## config.mk

```make
export PLATFORM = sky130hd
export DESIGN_NAME = fetch_unit
export DESIGN_NICKNAME = d
export VERILOG_FILES = /design/src/rtl/fetch_pkg.sv /design/src/rtl/fetch_perf_cnt.sv /design/src/rtl/fetch_unit.sv
export SDC_FILE = /design/constraint.sdc
export NUM_CORES = 1
export LEC_CHECK = 0
export CAP_MARGIN = 20
export CORE_ASPECT_RATIO = 0.7
export CORE_UTILIZATION = 43
export DETAILED_ROUTE_END_ITERATION = 10
export MAX_ROUTING_LAYER = met4
export PLACE_DENSITY_LB_ADDON = 0.08
export SYNTH_ARGS = -nofsm -noshare
export SYNTH_HDL_FRONTEND = slang
export SYNTH_HIERARCHICAL = 1
export SYNTH_SLANG_ARGS = --single-unit
```

## constraint.sdc

```tcl
create_clock -name clk -period 2.18 [get_ports clk]
set_input_delay 0.654 -clock clk [delete_from_list [all_inputs] [get_ports clk]]
set_output_delay 0.654 -clock clk [all_outputs]
set_load 0.1 [all_outputs]
```

## src/rtl/fetch_pkg.sv

```systemverilog
// Shared types and constants for the fetch stage and its consumers.
package fetch_pkg;

  localparam int OPCODE_W = 4;
  localparam int CNT_W    = 16;

  typedef enum logic [2:0] {
    FETCH,
    WAIT,
    HOLD,
    DRAIN,
    HALTED
  } fetch_state_e;

  localparam logic [OPCODE_W-1:0] OP_ADD    = 4'h0;
  localparam logic [OPCODE_W-1:0] OP_SUB    = 4'h1;
  localparam logic [OPCODE_W-1:0] OP_AND    = 4'h2;
  localparam logic [OPCODE_W-1:0] OP_OR     = 4'h3;
  localparam logic [OPCODE_W-1:0] OP_BRANCH = 4'h4;
  localparam logic [OPCODE_W-1:0] OP_HALT   = 4'hF;

endpackage

```

## src/rtl/fetch_perf_cnt.sv

```systemverilog
// Pair of saturating event counters (accepted fetches, downstream stalls).
module fetch_perf_cnt
  import fetch_pkg::*;
(
  input  logic             clk,
  input  logic             rst_n,
  input  logic             fetch_inc,
  input  logic             stall_inc,
  output logic [CNT_W-1:0] fetch_cnt,
  output logic [CNT_W-1:0] stall_cnt
);

  logic [1:0] inc;
  assign inc = {stall_inc, fetch_inc};

  for (genvar gi = 0; gi < 2; gi++) begin : g_cnt
    logic [CNT_W-1:0] cnt_reg;

    always_ff @(posedge clk or negedge rst_n) begin
      if (!rst_n) begin
        cnt_reg <= '0;
      end else if (inc[gi] && (cnt_reg != '1)) begin
        cnt_reg <= cnt_reg + CNT_W'(1);
      end
    end
  end

  assign fetch_cnt = g_cnt[0].cnt_reg;
  assign stall_cnt = g_cnt[1].cnt_reg;

endmodule

```

## src/rtl/fetch_unit.sv

```systemverilog
// Single-outstanding instruction fetch stage with redirect and HALT support.
// Optional perf counters are built when FETCH_PERF_CNT_EN is defined.
module fetch_unit
  import fetch_pkg::*;
#(
  parameter int                ADDR_W   = 8,
  parameter int                INSTR_W  = 16,
  parameter logic [ADDR_W-1:0] RESET_PC = '0
) (
  input  logic                clk,
  input  logic                rst_n,
  output logic                imem_req,
  output logic [ADDR_W-1:0]   imem_addr,
  input  logic                imem_valid,
  input  logic [INSTR_W-1:0]  imem_rdata,
  output logic                out_valid,
  input  logic                out_ready,
  output logic [INSTR_W-1:0]  out_instr,
  output logic [OPCODE_W-1:0] out_opcode,
  output logic [ADDR_W-1:0]   out_pc,
  input  logic                redirect_valid,
  input  logic [ADDR_W-1:0]   redirect_pc,
  output logic                halted
`ifdef FETCH_PERF_CNT_EN
  ,
  output logic [CNT_W-1:0]    fetch_cnt,
  output logic [CNT_W-1:0]    stall_cnt
`endif
);

  fetch_state_e       state_reg, state_next;
  logic [ADDR_W-1:0]  pc_reg, pc_next;
  logic [INSTR_W-1:0] instr_reg;
  logic [ADDR_W-1:0]  instr_pc_reg;
  logic               capture;

  always_ff @(posedge clk or negedge rst_n) begin
    if (!rst_n) begin
      state_reg <= FETCH;
    end else begin
      state_reg <= state_next;
    end
  end

  // A redirect always wins over data or acceptance in the same cycle.
  always_comb begin
    state_next = state_reg;
    pc_next    = pc_reg;
    capture    = 1'b0;
    unique case (state_reg)
      FETCH: begin
        if (redirect_valid) begin
          state_next = DRAIN;
          pc_next    = redirect_pc;
        end else begin
          state_next = WAIT;
        end
      end
      WAIT: begin
        if (imem_valid && redirect_valid) begin
          state_next = FETCH;
          pc_next    = redirect_pc;
        end else if (imem_valid) begin
          state_next = HOLD;
          pc_next    = pc_reg + ADDR_W'(1);
          capture    = 1'b1;
        end else if (redirect_valid) begin
          state_next = DRAIN;
          pc_next    = redirect_pc;
        end
      end
      HOLD: begin
        if (redirect_valid) begin
          state_next = FETCH;
          pc_next    = redirect_pc;
        end else if (out_ready) begin
          state_next = (out_opcode == OP_HALT) ? HALTED : FETCH;
        end
      end
      DRAIN: begin
        // Once the stale word lands nothing is outstanding, even if redirected again.
        if (redirect_valid) pc_next = redirect_pc;
        if (imem_valid) state_next = FETCH;
      end
      HALTED: begin
        state_next = HALTED;
      end
      default: begin
        state_next = FETCH;
      end
    endcase
  end

  always_comb begin
    imem_req  = rst_n && (state_reg == FETCH);
    out_valid = (state_reg == HOLD);
    halted    = (state_reg == HALTED);
  end

  always_ff @(posedge clk or negedge rst_n) begin
    if (!rst_n) begin
      pc_reg       <= RESET_PC;
      instr_reg    <= '0;
      instr_pc_reg <= '0;
    end else begin
      pc_reg <= pc_next;
      if (capture) begin
        instr_reg    <= imem_rdata;
        instr_pc_reg <= pc_reg;
      end
    end
  end

  assign imem_addr  = pc_reg;
  assign out_instr  = instr_reg;
  assign out_opcode = instr_reg[INSTR_W-1 -: OPCODE_W];
  assign out_pc     = instr_pc_reg;

`ifdef FETCH_PERF_CNT_EN
  logic fetch_inc, stall_inc;
  assign fetch_inc = (state_reg == HOLD) && out_ready && !redirect_valid;
  assign stall_inc = out_valid && !out_ready;

  fetch_perf_cnt u_perf_cnt (
    .clk       (clk),
    .rst_n     (rst_n),
    .fetch_inc (fetch_inc),
    .stall_inc (stall_inc),
    .fetch_cnt (fetch_cnt),
    .stall_cnt (stall_cnt)
  );
`else
  // Counter ports and logic are absent in this build.
`endif

endmodule
```

==> impl_metrics.json, run 1 <==
{
  "outcome": "complete, no violations",
  "tns_ps": 0,
  "start_util_pct": 44.8,
  "critPathKind": "reg -> out",
  "routed_wirelength_mm": 4.16,
  "syn_area_sq_um": 1760,
  "place_hpwl_mm": 3.03,
  "die_width_um": 78.4,
  "via_per_inst": 5.15,
  "critical_path_buf_inv_count": 1,
  "crit_path_max_fanout": 10,
  "synth_top_cells_by_area": "dfrtp_1, mux2_4, mux2_2, a22oi_1, mux2i_1",
  "max_slew.worst_pin.slew_ps": 489,
  "post_cts_buffers": 0,
  "gp_congestion": 0.782,
  "ios": 68,
  "first_pass_iters": 4,
  "timing.final.crit_period_ps": 2130,
  "worst_path_max_delay_cell": "dfrtp_1",
  "hold_viol": 0,
  "setup_violations": 0,
  "synth_cells": 144,
  "port_buffers": 67,
  "rsz0062_at_grt": "no",
  "netlist-cell-type-count": 32,
  "drt_iter0_markers": 57,
  "insertion_delay_ps": 290,
  "clockBufferDepth": 2,
  "drc": 0,
  "required_ps": 1530,
  "htree_num_levels": 2,
  "grt_pass1_wl_mm": 7.01,
  "grt_overflow": 0,
  "critPathLaunchType": "flop",
  "antenna_found_initial": 0,
  "hold_buffers": 0,
  "numCtsBuffers": 5,
  "yosysTopAreaCellShare_pct": 49.9,
  "fmax_mhz": 470,
  "syn_nets": 174,
  "die_area_sq_um": 4350,
  "max_cap_viol_count": 0,
  "ys_ff_latch": 35,
  "clockRootBuffer": "clkbuf_8",
  "fin_crit_sh_pct": 97.7,
  "cts-resized-gates": 0,
  "largest_register_ffs": 16,
  "postSynthAreaPerCell_sq_um": 12.2,
  "hold_class": "in -> async",
  "cts_tree": "yes",
  "diodes": 0,
  "drive_gt1_share_pct": 40.0,
  "vias": 1376,
  "skew_ps": 6.11,
  "yosysTopAreaCell": "dfrtp_1",
  "clk_pin_slew_ps": 80,
  "cts_num_sinks": 35,
  "cp_cell_sequence": "nand2b_1 -> nor2_2 -> buf_12",
  "grt_max_degree": 36,
  "critical_path.top_delay_family": "flip-flops",
  "slew_viol_final": 0,
  "seq_area_frac_synth_pct": 49.9,
  "cp_slowest_stage_delay_ps": 560,
  "ant_nets": 0,
  "nets": 244,
  "die_h_um": 55.5,
  "slew_headroom_pct": 67.4,
  "endpoint_kind": "primary output",
  "rows": 19,
  "grt_pass1_vias": 1470,
  "ys_warn_count": 6,
  "grt.total_usage_pct": 21.8,
  "worstPathArrival_ps": 1480,
  "area_growth_pct": 54.9,
  "coreArea_sq_um": 3920,
  "wire_per_inst_um": 15.6
}
[cell usage in the layout, fill, tap and decap left out, drive strengths merged, types with 2 or more instances in the layout]
cell type / n
a21oi: 4
a22oi: 7
buf: 50
clkbuf: 5
clkdlybuf4s50: 27
clkinvlp: 2
dfrtp: 35
inv: 2
mux2: 23
mux2i: 5
nand2: 10
nand4: 2
nand4b: 2
nor2: 7
nor2b: 6
nor3: 6
nor3b: 2
o21ai: 7
or3: 2
[cells in the mapped netlist (all sizes together)]
master,count
nand3,1
nor4,1
dfrtp,35
or2,1
ha,1
a21oi,4
mux2i,5
o21ai,7
nor2b,6
nor3,6
nand3b,1
nand4,2
o41ai,1
or3,2
mux2,23
nand2b,1
inv,2
clkbuf,5
nand4b,2
nor3b,2
a222oi,1
nand2,10
nor2,7
nor4b,1
buf,9
a22oi,7
o311ai,1
[layout make-up]
type,count,area [sq um]
multi-input cells,93,791
flip-flops and latches,35,876
clock inverters,3,20.0
clock buffers,5,68.8
inverters,2,7.51
well taps,52,65.1
repair buffers,77,893
fillers,304,1200
[worst register-to-register path, stage by stage (launching register included)]
cell and delay, ps:
dfrtp_1 650, nand3b_4 110, or3_1 380, buf_12 200, mux2_4 310
[stage by stage]
| step | area [sq um] | instances | utilization [%] | hold WS (ps) | setup slack [ps] |
|---|---|---|---|---|---|
| 2_1_floorplan | 1790 | 144 | - | 358 | -147 |
| 3_3_place_gp | 2630 | 259 | 67.1 | 476 | -84.9 |
| 3_5_place_dp | 2630 | 259 | 67.1 | 493 | -110 |
| 4_1_cts | 2720 | 267 | 69.4 | 460 | 49.6 |
| 5_1_grt | 2720 | 267 | 69.4 | 490 | 8.07 |
| 6_report | 2720 | 267 | 69.4 | 448 | 50.8 |
[layer usage]
| metal | up-vias | GRT usage, % | share of wire [%] |
|---|---|---|---|
| met3 | 7 | 4.96 | 6.3 |
| met1 | 670 | 27.8 | 46 |
| met2 | 47 | 34.6 | 47 |
| met5 | - | - | 0 |
| li1 | 652 | - | - |
| met4 | 0 | 7.41 | 1.3 |
[path summary, 6_finish.rpt]
check	depth (start not counted)	to	slack, ps	start
worst max-delay path	3	out_valid	50	state_reg[0]$_DFFE_PN0P_
worst min-delay path	2	state_reg[0]$_DFFE_PN0P_	450	rst_n
worst max register to register	4	out_instr[1]$_DFFE_PN0P_	410	state_reg[0]$_DFFE_PN0P_
worst min register to register	1	out_pc[2]$_DFFE_PN0P_	510	out_pc[2]$_DFFE_PN0P_
max in group asynchronous	2	out_instr[0]$_DFFE_PN0P_	1420	rst_n
min in group clk	1	out_pc[2]$_DFFE_PN0P_	510	out_pc[2]$_DFFE_PN0P_
[cells by family after synthesis]
logic type	share of synthesized area [%]
multiplexers	21.2
adder cells (fa/ha/maj)	0.712
AND/OR/NAND/NOR	13.7
flip-flops	49.9
buffers and inverters	6.77
AO/OA/AOI/OAI	7.69
Power of run 1 is not shown: default switching activity piles up to over one toggle a cycle in this logic, so the estimate is an artifact.
==> run 2: changes to the inputs <==
- SYNTH_HIERARCHICAL: 1 -> not set
==> results of run 2 <==
Same layout as run 1: the final DEF is identical, and so are final timing and power.
Among the figures that moved: Yosys warning count 6 -> 0
Power of run 2 is left out for the same reason.
==> run 3: changes to the inputs <==
- RECOVER_POWER: not set -> 50
==> impl_metrics.json, run 3 <==
{
  "outcome": "complete, no violations",
  "setup_violations": 0,
  "yosysTopAreaCell": "dfrtp_1",
  "clk_pin_slew_ps": 80,
  "postSynthAreaPerCell_sq_um": 12.2,
  "drt_iter0_markers": 56,
  "first_pass_iters": 5,
  "die_width_um": 78.4,
  "crit_start": "state_reg[0]$_DFFE_PN0P_",
  "final_util_pct": 67.8,
  "r2r_start": "state_reg[0]$_DFFE_PN0P_",
  "wire_per_inst_um": 15.5,
  "critPathKind": "reg -> out",
  "via_per_inst": 5.22,
  "routed_wirelength_mm": 4.15,
  "placed_cell_area_sq_um": 2630,
  "r2r_slack_ps": 400,
  "crit_end": "out_valid",
  "slew_viol_final": 0,
  "post_cts_buffers": 0,
  "max_cap_viol_count": 0,
  "skew_ps": 6.38,
  "seq_area_frac_synth_pct": 49.9,
  "layout_commonest_cell": "dfrtp_1",
  "holdPathStages": 1,
  "synth_common_cells": "dfrtp_1, mux2_4, nand2_1",
  "die_h_um": 55.5,
  "layout.cells.non_filler": 267,
  "antenna_found_initial": 0,
  "largest_register_ffs": 16,
  "grt_pass1_wl_mm": 7.01,
  "fmax_mhz": 469,
  "cts_tree": "yes",
  "final_cell_mix": "dfrtp_1, clkdlybuf4s50_1, buf_12, clkbuf_2, mux2_4",
  "rsz0062_at_grt": "no",
  "synth_cells": 144,
  "hold_buffers": 0,
  "critPathLaunchType": "flop",
  "htree_num_levels": 2,
  "timing.final.crit_period_ps": 2130,
  "synth_most_common_cell": "dfrtp_1",
  "ios": 68,
  "numCtsBuffers": 5,
  "drc": 0,
  "vias": 1393,
  "yosysTopAreaCellShare_pct": 49.9,
  "max_slew.worst_pin.slew_ps": 851,
  "hold_class": "reg -> reg",
  "grt_pass1_vias": 1470,
  "syn_nets": 174,
  "grt_overflow": 0,
  "timing.rr.end": "out_instr[1]$_DFFE_PN0P_",
  "rows": 19,
  "slew_headroom_pct": 43.2,
  "ant_nets": 0,
  "cp_slowest_stage_delay_ps": 560,
  "ys_warn_count": 0,
  "cts-resized-gates": 0,
  "synth_edf_count": 0,
  "fin_crit_sh_pct": 97.8,
  "start_util_pct": 44.8,
  "dp_cells": 259,
  "worst_path_max_delay_cell": "dfrtp_1",
  "ys_ff_latch": 35,
  "coreArea_sq_um": 3920,
  "hold_viol": 0,
  "die_area_sq_um": 4350,
  "drive_gt1_share_pct": 39.5,
  "synth_top_cells_by_area": "dfrtp_1, mux2_4, mux2_2, a22oi_1, mux2i_1",
  "clockBufferDepth": 2,
  "port_buffers": 67,
  "grt.total_usage_pct": 21.8,
  "insertion_delay_ps": 290,
  "nets": 244,
  "gp_congestion": 0.782,
  "syn_area_sq_um": 1760,
  "crit_path_max_fanout": 10,
  "clockRootBuffer": "clkbuf_8",
  "async_flop_share_pct": 100,
  "cp_cell_sequence": "nand2b_1 -> nor2_2 -> buf_12",
  "r2r_cells": 4,
  "netlist-cell-type-count": 32,
  "endpoint_kind": "primary output",
  "dominantRegCellSynth": "dfrtp_1",
  "required_ps": 1530,
  "area_growth_pct": 51.4,
  "fin_area_sq_um": 2660,
  "cts_num_sinks": 35,
  "diodes": 0,
  "place_hpwl_mm": 3.03,
  "worstPathArrival_ps": 1480,
  "grt_max_degree": 36
}
-- run 3: how the worst min path moves through the flow --
stage	start	endpoint
2_1_floorplan	rst_n	imem_addr[0]$_DFFE_PN0P_
3_3_place_gp	out_pc[6]$_DFFE_PN0P_	out_pc[6]$_DFFE_PN0P_
3_5_place_dp	out_instr[8]$_DFFE_PN0P_	out_instr[8]$_DFFE_PN0P_
4_1_cts	rst_n	imem_addr[0]$_DFFE_PN0P_
5_1_grt	out_pc[1]$_DFFE_PN0P_	out_pc[1]$_DFFE_PN0P_
6_report	out_pc[2]$_DFFE_PN0P_	out_pc[2]$_DFFE_PN0P_
-- run 3: through the flow --
step	hold slack (ps)	TNS, ps	setup WS [ps]
2_1_floorplan	358	-147	-147
3_3_place_gp	476	-1770	-84.9
3_5_place_dp	493	-2070	-110
4_1_cts	460	0	49.6
5_1_grt	526	0	8.07
6_report	504	0	47.4
-- run 3: logic make-up after synthesis --
group	Yosys count	synth area share, %
adder cells (fa/ha/maj)	1	0.712
AND/OR/NAND/NOR	43	13.7
multiplexers	28	21.2
flip-flops	35	49.9
AO/OA/AOI/OAI	21	7.69
buffers and inverters	16	6.77
-- run 3: critical path, delay by kind of cell (launching register included) --
family                 cells  cell delay, ps
buffers and inverters      1             190
flip-flops                 1             560
AND/OR/NAND/NOR            2             430
-- run 3: layout make-up --
| type | count | area [sq um] |
|---|---|---|
| Sequential cell | 35 | 876 |
| Multi-Input combinational cell | 93 | 791 |
| Timing Repair Buffer | 77 | 832 |
| Inverter | 2 | 7.51 |
| Clock inverter | 3 | 20.0 |
| Tap cell | 52 | 65.1 |
| Clock buffer | 5 | 68.8 |
| Fill cell | 319 | 1260 |
-- run 3: per-layer routing --
metal	wire [um]	track usage, %	vias up
met1	1900	27.8	683
met4	55	7.41	0
met3	243	4.96	7
met2	1950	34.6	53
met5	0	-	-
li1	-	-	650
Power of run 3 is left out for the same reason.
